$ cat src/rtl/multi_result_acc.sv
`default_nettype none
// ============================================================================
//  Module   : multi_result_acc
//  Brief    : Per-mode saturating accumulator for multiplier products. Sums
//             products separately for each mode select, tracks sample counts
//             and the window peak, and hands a frozen report downstream after
//             every WINDOW accepted samples.
//  Revision : 1.0 - initial release
// ============================================================================
module multi_result_acc #(
  parameter int DATA_W = 32,
  parameter int ACC_W  = 40,
  parameter int WINDOW = 16,
  parameter int CNT_W  = $clog2(WINDOW + 1)
) (
  input  logic              clk,
  input  logic              rst_n,
  input  logic              clr,
  input  logic              in_valid,
  output logic              in_ready,
  input  logic [DATA_W-1:0] in_y,
  input  logic              in_s,
  output logic              out_valid,
  input  logic              out_ready,
  output logic [ACC_W-1:0]  out_sum0,
  output logic [ACC_W-1:0]  out_sum1,
  output logic [CNT_W-1:0]  out_cnt0,
  output logic [CNT_W-1:0]  out_cnt1,
  output logic              out_ovf0,
  output logic              out_ovf1,
  output logic [DATA_W-1:0] out_max
);

  localparam logic [0:0]       c_accum   = 1'b0;
  localparam logic [0:0]       c_report  = 1'b1;
  localparam logic [CNT_W-1:0] c_window  = CNT_W'(WINDOW);
  localparam logic [ACC_W-1:0] c_acc_max = {ACC_W{1'b1}};

  logic [0:0]       r_state;
  logic [0:0]       w_next_state;
  logic             r_in_ready;

  logic [ACC_W-1:0]  r_acc0;
  logic [ACC_W-1:0]  r_acc1;
  logic [CNT_W-1:0]  r_cnt0;
  logic [CNT_W-1:0]  r_cnt1;
  logic [CNT_W-1:0]  r_total;
  logic              r_ovf0;
  logic              r_ovf1;
  logic [DATA_W-1:0] r_max;

  logic              w_accept;
  logic              w_restart;
  logic [CNT_W-1:0]  w_total_inc;
  logic              w_window_done;
  logic [ACC_W:0]    w_add;
  logic              w_clamp;
  logic [ACC_W-1:0]  w_sat;

  // clr outranks any handshake, so a sample arriving with it is dropped
  assign w_accept      = in_valid & r_in_ready & ~clr & (r_state == c_accum);
  // both an explicit clear and a consumed report start a fresh window
  assign w_restart     = clr | ((r_state == c_report) & out_ready);
  assign w_total_inc   = r_total + CNT_W'(1);
  assign w_window_done = (w_total_inc == c_window);

  // one extra bit of headroom makes the carry-out the saturation flag
  assign w_add   = {1'b0, (in_s ? r_acc1 : r_acc0)}
                 + {{(ACC_W + 1 - DATA_W){1'b0}}, in_y};
  assign w_clamp = w_add[ACC_W];
  assign w_sat   = w_clamp ? c_acc_max : w_add[ACC_W-1:0];

  // state register
  always_ff @(posedge clk or negedge rst_n) begin
    if (!rst_n) r_state <= c_accum;
    else        r_state <= w_next_state;
  end

  // next-state: close the window on the WINDOW-th accept, reopen on consume
  always_comb begin
    w_next_state = r_state;
    if (clr) begin
      w_next_state = c_accum;
    end else begin
      case (r_state)
        c_accum:  if (w_accept && w_window_done) w_next_state = c_report;
        c_report: if (out_ready)                 w_next_state = c_accum;
        default:  w_next_state = c_accum;
      endcase
    end
  end

  // output decode: a report is on offer for the whole REPORT state
  always_comb begin
    out_valid = (r_state == c_report);
  end

  // in_ready follows the upcoming state so it stays low out of reset until
  // the first edge and drops in the same cycle the report appears
  always_ff @(posedge clk or negedge rst_n) begin
    if (!rst_n) r_in_ready <= 1'b0;
    else        r_in_ready <= (w_next_state == c_accum);
  end

  // window datapath: per-mode saturating sums, counts, sticky overflow, peak
  always_ff @(posedge clk or negedge rst_n) begin
    if (!rst_n) begin
      r_acc0  <= '0;
      r_acc1  <= '0;
      r_cnt0  <= '0;
      r_cnt1  <= '0;
      r_total <= '0;
      r_ovf0  <= 1'b0;
      r_ovf1  <= 1'b0;
      r_max   <= '0;
    end else if (w_restart) begin
      r_acc0  <= '0;
      r_acc1  <= '0;
      r_cnt0  <= '0;
      r_cnt1  <= '0;
      r_total <= '0;
      r_ovf0  <= 1'b0;
      r_ovf1  <= 1'b0;
      r_max   <= '0;
    end else if (w_accept) begin
      if (in_s) begin
        r_acc1 <= w_sat;
        r_cnt1 <= r_cnt1 + CNT_W'(1);
        if (w_clamp) r_ovf1 <= 1'b1;
      end else begin
        r_acc0 <= w_sat;
        r_cnt0 <= r_cnt0 + CNT_W'(1);
        if (w_clamp) r_ovf0 <= 1'b1;
      end
      r_total <= w_total_inc;
      if (in_y > r_max) r_max <= in_y;
    end
  end

  assign in_ready = r_in_ready;
  assign out_sum0 = r_acc0;
  assign out_sum1 = r_acc1;
  assign out_cnt0 = r_cnt0;
  assign out_cnt1 = r_cnt1;
  assign out_ovf0 = r_ovf0;
  assign out_ovf1 = r_ovf1;
  assign out_max  = r_max;

endmodule
`default_nettype wire

$ cat config.mk
export PLATFORM = sky130hd
export DESIGN_NAME = multi_result_acc
export DESIGN_NICKNAME = d
export VERILOG_FILES = /design/src/rtl/multi_result_acc.sv
export SDC_FILE = /design/constraint.sdc
export NUM_CORES = 1
export LEC_CHECK = 0
export CAP_MARGIN = 40
export CORE_MARGIN = 1.5
export CORE_UTILIZATION = 40
export DETAILED_ROUTE_END_ITERATION = 12
export PLACE_DENSITY_LB_ADDON = 0.25
export SYNTH_ARGS = -nofsm -noshare
export SYNTH_HDL_FRONTEND = slang
export SYNTH_SLANG_ARGS = --single-unit
$ cat constraint.sdc
create_clock -name clk -period 3.9 [get_ports clk]
set_clock_uncertainty 0.2 [all_clocks]
set_input_delay 1.17 -clock clk [delete_from_list [all_inputs] [get_ports clk]]
set_output_delay 1.17 -clock clk [all_outputs]
set_load 0.01 [all_outputs]
### Word level (Yosys, flattened, before mapping)

Cells that the tools add are included.

* flip-flop bits (word level): 131
* input port bits: 38
* word-level logic and storage cells: 65

* add/subtract/negate cells: 4
* $lt $le $gt $ge: 1
* equality and inequality tests: 2
* muxes and demuxes: 30
* bitwise gates (word level): 8
* reductions and logical operators: 10

Operators with widths (count)
* $mux W40: 8
* $mux W32: 3
* $add A40 B32 Y41: 1
* $mux W5: 8
* $gt A32 B32 Y1: 1
* $add A5 B1 Y5 const B: 3
* $mux W1: 10
* $reduce_bool A2 Y1: 4
* $reduce_and A2 Y1: 3
* $reduce_and A3 Y1: 2
* $eq A5 B5 Y1 const B: 1
* $and A1 B1 Y1: 4
* $not A1 Y1: 3
* $ne A2 B1 Y1 const B: 1
* $pmux W1 S2: 1
* $logic_and A1 B1 Y1: 1
* $or A1 B1 Y1: 1

### Longest topological paths before layout

Gate-level depths: netlist of run 1.

* depth after elaboration: 8
* depth in mapped cells: 15

### Worst setup path before layout of run 1

No wires, ideal clock.

* kind: input port to flip-flop
* from: in in_s
* to: reg r_acc1[38] (netlist: out_sum1[38])
* setup time: 119 ps
* data arrival time: 4688 ps
* slack: -1107 ps
* stages: 15
* cell sequence: buf_1 clkbuf_1 clkbuf_1 mux2_2 ha_1 clkbuf_1 a21o_1 a211oi_1 a21boi_1 nor4b_2 a211oi_4 o21a_2 nor2_2 a41o_1 nor2_1

* longest elaborated chain between the ends: 6

Ends and longest elaborated chain
* start: declaration: RTL line 22 `input logic in_s,`
* $mux W40: RTL line 68 `assign w_add = {1'b0, (in_s ? r_acc1 : r_acc0)}`
* $add A40 B32 Y41: RTL line 69 `+ {{(ACC_W + 1 - DATA_W){1'b0}}, in_y};`
* $mux W40: RTL line 71 `assign w_sat = w_clamp ? c_acc_max : w_add[ACC_W-1:0];`
* $mux W40: RTL line 126 `if (in_s) begin`
* $mux W40: RTL line 125 `end else if (w_accept) begin`
* $mux W40: RTL line 116 `end else if (w_restart) begin`
* end signal: assignment: RTL line 127 `r_acc1 <= w_sat;`
* end: declaration: RTL line 44 `logic [ACC_W-1:0] r_acc1;`

Parallel ways exist; a longest one is shown, timed or not. The select of a mux whose other input is x is not followed.
A chain may end at the register's enable or synchronous reset.

### Worst setup path after layout of run 1

* from: in in_s
* to: reg r_acc0[33] (netlist: out_sum0[33])

* longest elaborated chain between the ends: 6

Ends and longest elaborated chain
* $mux W40: RTL line 68
* $add A40 B32 Y41: RTL line 69
* $mux W40: RTL line 71
* $mux W40: RTL line 126
* $mux W40: RTL line 125
* $mux W40: RTL line 116
* end signal: assignment: RTL line 131 `r_acc0 <= w_sat;`
* end: declaration: RTL line 43 `logic [ACC_W-1:0] r_acc0;`

Parallel ways exist; a longest one is shown, timed or not. The select of a mux whose other input is x is not followed.

==> metrics.txt, run 1 <==
Clock Sink Count 131; number of input and output port buffers inserted 163; global-route total usage across every layer 25.9%; setup repair after global routing missed its margin yes; CORE AREA 20400 um^2; detailed-route via count 8485; Top FF cell, synth dfrtp_1; share of synthesized registers carrying an async set or reset 100%; critical path startpoint category input port; simple logic cell fraction of the synthesized area 14.7%; Pre-antenna DRT Iters 5; CP Capture Type flop; initial antenna violation count 0; cell at the root of the clock tree clkbuf_16; share of the synthesized area in compound gates (AO/OA/AOI/OAI) 22.8%; Crit path arrival time 4.17 ns; achievable clock frequency 248 MHz; pwr dens 334 nW/um^2; number of inserted filler cells in the final layout 1686; DRT iter0 DRCs 547; number of library cell types mapped by synthesis 62; Final GP Congestion 0.900; Reg clk slew, reported paths 0.06 ns; Syn Std Cell Area 8420 um^2; later-pin clock latency in the skew report 0.43 ns; number of warnings issued by yosys 0; area used by multi-input combinational logic 5550 um^2; die outline area 21900 um^2; Final Hold Vio Count 0; wirelength, routed 29.0 mm; vias per inst 5.55; Post-Syn Nets 1040; Worst slew margin 39.5%; share of the synthesized netlist area taken by xor and xnor gates 4.27%; post-route minimum period 4.04 ns; final setup slack of the worst path -0.138 ns; count of nets left with antenna violations after detail routing 0; summed area of non-filler cells in the final layout 13200 um^2; cells taking the most area after synthesis dfrtp_1, ha_1, nor2_1; post-placement worst setup slack -0.688 ns; top-count cell post-synth dfrtp_1; count of H-tree levels built during CTS 4; signed area change from the synthesized netlist to the final layout 56.2%; mean area per synthesized cell 9.02 um^2; number of buffers created by CTS 17; share of the clock period used by the worst path after layout 104%; average wire length per cell after detail routing 19.0 um; cell count after synthesis 933; flip-flop and latch count after synthesis 131; width of the chip 148 um; fraction of the core area covered by cells at the end of the flow 64.4%; post-synthesis share of cell area spent on full adders, half adders and majority gates 10.3%; GRT Residual Overflow 0; violated checks setup timing; multiplexer fraction of the synthesized cell area 4.76%; clock tree from TritonCTS built; worst-case hold slack 0.321 ns; fraction of final layout cells with drive strength greater than 1 30.8%; critical setup path kind in -> reg; Initial Util 41.2%; pin count of the biggest net entering global routing 67; Post-Place Cell Area 11700 um^2; number of buffers inserted by hold repair at cts 0; ports placed on the boundary 164; count of endpoints failing setup in the final report 64; DR DRC count 0; Post-synth top cells dfrtp_1, nor2_1, nand2_1; max-cap viol count 0; Final Max Tran Viols 0; required arrival time at the worst endpoint 4.03 ns; peak supply drop 0.000318 V; final-layout setup total negative slack -3.04 ns; static leakage power 5.74 nW; FP Rows 52; largest driver fanout on the critical path 7; dominant cell type by area after synthesis dfrtp_1; worst min path class reg -> reg; sum of net half-perimeters after detailed placement 20.5 mm; result of the run complete, but fails checks; via count of the first global-routing pass 8199; register cell area after layout 3280 um^2; Worst Max-Slew Pin Slew 0.882 ns; Ant. Diodes 0; Post-layout nets 1353; maximum buffer depth of the clock tree 2; main combinational cell family by area after synthesis compound AO/OA/AOI/OAI gates; sequential share of the synthesized area 38.9%; global-route wire length before repair 44.3 mm; DIE HEIGHT 148 um; Post-synth EDFFs 0; proportion of netlist area held by the largest area contributor 38.9%
[repair_timing]
action | in CTS | in global routing
setup buffers | 7 | 4
setup endpoints to repair | 73 | 106
pin swaps | 16 | 52
gates resized for setup | 38 | 117
gates cloned | 2 | 2
[state kept, by name (all words and copies together) (netlist names)]
| register | flops |
|---|---|
| in_ready | 1 |
| out_max | 32 |
| out_ovf0 | 1 |
| out_sum1 | 40 |
| r_total | 5 |
| out_sum0 | 40 |
| out_ovf1 | 1 |
| out_cnt0 | 5 |
| out_valid | 1 |
| out_cnt1 | 5 |
[stage by stage]
| stage | power (mW) | cells |
|---|---|---|
| floorplan | 2.09 | 933 |
| global placement | 2.66 | 1482 |
| detailed placement | 2.67 | 1482 |
| CTS | 4.31 | 1523 |
| global route | 4.59 | 1529 |
| finish | 4.40 | 1529 |
[power by group]
group          internal [mW]  switching, mW  total [mW]
Combinational          0.637          0.647        1.28
Sequential              1.44         0.0688        1.50
Clock                  0.913          0.697        1.61
Total                   2.98           1.41        4.40
[worst paths after layout]
| kind | end | slack, ns | cells past startpoint | from |
|---|---|---|---|---|
| max | out_sum0[33] | -0.14 | 15 | in_s |
| min | out_ovf1 | 0.32 | 2 | out_ovf1 |
| max reg2reg | out_sum1[38] | 0.51 | 13 | out_sum0[0] |
| min reg2reg | out_ovf1 | 0.32 | 2 | out_ovf1 |
| max in group asynchronous | out_sum0[17] | 2.27 | 2 | rst_n |
| min in group asynchronous | out_max[5] | 0.53 | 1 | rst_n |
[per-layer routing]
| metal | up-vias | GRT usage, % | share of wire, % |
|---|---|---|---|
| met3 | 45 | 3.83 | 4.4 |
| met4 | 0 | 9.01 | 2.4 |
| met1 | 4167 | 33.3 | 43 |
| met5 | - | 0 | 0 |
| li1 | 4027 | - | - |
| met2 | 246 | 44.3 | 51 |
[placed cells by master (no fill, tap or decap), drive strengths merged, types with 4 or more instances in the layout]
| cell | netlist | layout |
|---|---|---|
| nand4 | 17 | 17 |
| clkbuf | 45 | 20 |
| nand2 | 79 | 79 |
| dfrtp | 131 | 131 |
| o31ai | 35 | 35 |
| nor2 | 100 | 100 |
| clkdlybuf4s50 | 0 | 160 |
| and3 | 9 | 9 |
| buf | 8 | 183 |
| o21ai | 68 | 68 |
| nand3 | 31 | 31 |
| or2 | 4 | 4 |
| mux2i | 4 | 4 |
| a21o | 28 | 28 |
| mux2 | 32 | 32 |
| a211oi | 33 | 33 |
| a31oi | 12 | 12 |
| xor2 | 23 | 23 |
| nor3 | 9 | 9 |
| and2 | 5 | 5 |
| nor2b | 9 | 9 |
| o31a | 4 | 4 |
| a21oi | 73 | 73 |
| nor4 | 4 | 4 |
| inv | 38 | 45 |
| xnor2 | 18 | 18 |
| a311oi | 9 | 9 |
| clkinv | 0 | 5 |
| o21a | 6 | 6 |
| ha | 68 | 68 |
[worst max-delay path: stages]
cell and delay (ns):
buf_12 0.11, buf_12 0.13, buf_12 0.14, mux2_4 0.31, ha_4 0.27, o211ai_1 0.10
o21ai_2 0.17, o2111ai_2 0.16, a2111o_1 0.47, a211oi_4 0.32, buf_6 0.16, o21ai_4 0.09
o21ai_1 0.19, a21oi_2 0.11, a311oi_2 0.25
[cell type report]
cell class / instances / area share (%)
clock buffer: 18 / 3.34
clock inverter: 14 / 1.08
inverter: 38 / 1.08
multi-input combinational: 711 / 42.2
sequential: 131 / 24.9
tap: 270 / 2.57
timing repair buffer: 347 / 24.8
[kinds of logic (layout without fill, tap and decap cells)]
family          count (synthesis)  in the layout
buf+inv                        91            417
mux                            36             36
compound gates                292            292
fa+ha+maj                      69             69
simple gates                  273            273
xor+xnor                       41             41
flops                         131            131
Power figures use the tool's default switching activity.
==> run 2, diff against run 1 <==
--- a/config.mk
+++ b/config.mk
@@ -6,7 +6,7 @@
 export NUM_CORES = 1
 export LEC_CHECK = 0
 export CAP_MARGIN = 40
-export CORE_MARGIN = 1.5
+export CORE_MARGIN = 3
 export CORE_UTILIZATION = 40
 export DETAILED_ROUTE_END_ITERATION = 12
 export PLACE_DENSITY_LB_ADDON = 0.25
==> metrics.txt, run 2 (synthesized netlist as in run 1, its figures left out) <==
via count of the first global-routing pass 8027 (-2.1%); setup repair after global routing missed its margin yes; static leakage power 5.62 nW (-2.1%); post-route minimum period 3.97 ns (-0.0719 ns); met1 track utilization from global routing 31.8% (-1.5 points); peak supply drop 0.000264 V (-17%); critical path startpoint category input port; ports placed on the boundary 164 (unchanged); family of cells with the greatest summed delay on the critical path compound AO/OA/AOI/OAI gates; Clock Sink Count 131 (unchanged); fraction of final layout cells with drive strength greater than 1 26.9% (-3.9 points); number of buffers inserted by hold repair at cts 0 (unchanged); required arrival time at the worst endpoint 4.03 ns (about the same); violated checks setup timing; share of the clock period used by the worst path after layout 102% (-1.8 points); Worst path max stage delay 0.51 ns (+0.04 ns); Reg clk slew, reported paths 0.06 ns (about the same); Final Max Tran Viols 0 (unchanged); Crit path arrival time 4.10 ns (-0.07 ns); Register-to-Register Setup Slack 0.57 ns (+0.06 ns); average wire length per cell after detail routing 18.2 um (-4.0%); later-pin clock latency in the skew report 0.43 ns (about the same); final setup slack of the worst path -0.0660 ns (+0.0719 ns); Top Usage Layer GRT met2; pin count of the biggest net entering global routing 54 (-19%); DRT iter0 DRCs 481 (-12%); Power, Total 4.16 mW (-5.4%); buffers plus inverters on the worst setup path 3 (-1); fraction of the core area covered by cells at the end of the flow 62.2% (-2.2 points); Worst Max-Slew Pin Slew 0.746 ns (-0.137 ns); number of buffers created by CTS 17 (unchanged); count of nets left with antenna violations after detail routing 0 (unchanged); Pre-antenna DRT Iters 5 (unchanged); Post-layout nets 1345 (-0.59%); initial antenna violation count 0 (unchanged); Initial Util 41.2% (unchanged); summed area of non-filler cells in the final layout 12700 um^2 (-3.4%); clock tree from TritonCTS built; achievable clock frequency 252 MHz (+1.8%); worst min path class reg -> reg; most numerous cell on the critical path buf_12; FP Rows 52 (unchanged); Worst slew margin 50.3% (+11 points); count of placed standard cells in the final layout, fillers left out 1520 (-0.59%); Ant. Diodes 0 (unchanged); count of H-tree levels built during CTS 4 (unchanged); sum of net half-perimeters after detailed placement 20.6 mm (+0.60%); number of input and output port buffers inserted 163 (unchanged); vias per inst 5.48 (-1.3%); Final Hold Vio Count 0 (unchanged); post-placement worst setup slack -0.715 ns (-0.0262 ns); Post-Place Cell Area 11700 um^2 (+0.37%); worst-case hold slack 0.303 ns (-0.0177 ns); count of endpoints failing setup in the final report 41 (-36%); highest-delay cell along the critical path a2111o_1; largest driver fanout on the critical path 10 (+3); number of inserted filler cells in the final layout 1692 (+0.36%); DIE HEIGHT 151 um (+2.0%); routing usage on met2 40.0% (-4.3 points); CORE AREA 20400 um^2 (unchanged); cell at the root of the clock tree clkbuf_16; detailed-route via count 8325 (-1.9%); commonest cells after routing, fill and taps aside clkdlybuf4s50_1, buf_4, dfrtp_1; pwr dens 328 nW/um^2 (-2.0%); global-route wire length before repair 42.6 mm (-3.9%); final-layout setup total negative slack -1.49 ns (+1.55 ns); global-route total usage across every layer 23.8% (-2.0 points); critical setup path kind in -> reg; placed cell count 1485 (+0.20%); DR DRC count 0 (unchanged); result of the run complete, but fails checks; Final GP Congestion 0.938 (+4.2%); wirelength, routed 27.7 mm (-4.5%); max-cap viol count 0 (unchanged); CP Capture Type flop; die outline area 22800 um^2 (+4.1%); GRT Residual Overflow 0 (unchanged); global routing usage on met3 3.59% (-0.24 points); signed area change from the synthesized netlist to the final layout 50.8%; maximum buffer depth of the clock tree 2 (unchanged); crit path cell chain buf_12, buf_12, mux2_4, ha_4, o211ai_1, o21ai_2, o2111ai_2, a2111o_1, a211oi_4, o21a_4, buf_12, nor2_1, a211oi_2; width of the chip 151 um (+2.0%)
[run 2: cell types whose count changed in the layout (fill, tap and decap cells not counted), sizes merged]
cell,delta
buf,-6
clkdlybuf4s50,-2
clkinvlp,+3
bufbuf,-1
clkinv,+1
inv,-5
dlygate4sd2,+1
dlymetal6s2s,+1
bufinv,-1
[run 2: metal layers]
| layer | up-vias | routed length, um | share of wire [%] |
|---|---|---|---|
| li1 | 4007 | - | - |
| met4 | 0 | 537 | 1.9 |
| met5 | - | 0 | 0 |
| met1 | 4037 | 12300 | 44 |
| met3 | 36 | 1290 | 4.7 |
| met2 | 245 | 13600 | 49 |
[run 2: worst paths after layout]
| check | end | cells past startpoint | start |
|---|---|---|---|
| max reg2reg | out_sum1[36] | 13 | out_sum0[0] |
| min in group asynchronous | out_max[6] | 1 | rst_n |
| max in group asynchronous | out_sum0[36] | 2 | rst_n |
| max | out_sum0[6] | 13 | in_s |
| min reg2reg | out_ovf0 | 2 | out_ovf0 |
| min | out_ovf0 | 2 | out_ovf0 |
[run 2: repair_timing]
item | CTS | global route
cloned | 0 | 1
setup endpoints to repair | 82 | 91
pin swaps | 7 | 31
setup buffers | 0 | 3
endpoints found under the hold margin | 0 | 0
gates resized for setup | 24 | 59
[run 2: worst register-to-register path, delay by kind of cell (launching register included)]
family	cells	cell delay [ns]
AOI/OAI and AO/OA	6	1.18
DFF	1	0.40
buffers and inverters	2	0.30
and+or+nand+nor	2	0.33
muxes	1	0.27
adders and majority gates	2	0.56
[run 2: cell type report]
cell class              instances  area [um^2]  area share (%)
clock buffers                  19          433            3.41
clock inverters                12         85.1           0.670
repair buffers                339         3130            24.6
flip-flops and latches        131         3280            25.8
multi-input cells             711         5290            41.7
inverters                      38          143            1.12
well taps                     270          338            2.66
[run 2: power breakdown]
group          leakage (nW)  switching, mW  internal [mW]
Combinational          3.60          0.604          0.596
Sequential             1.78         0.0703           1.44
Clock                 0.245          0.647          0.808
Total                  5.62           1.32           2.84
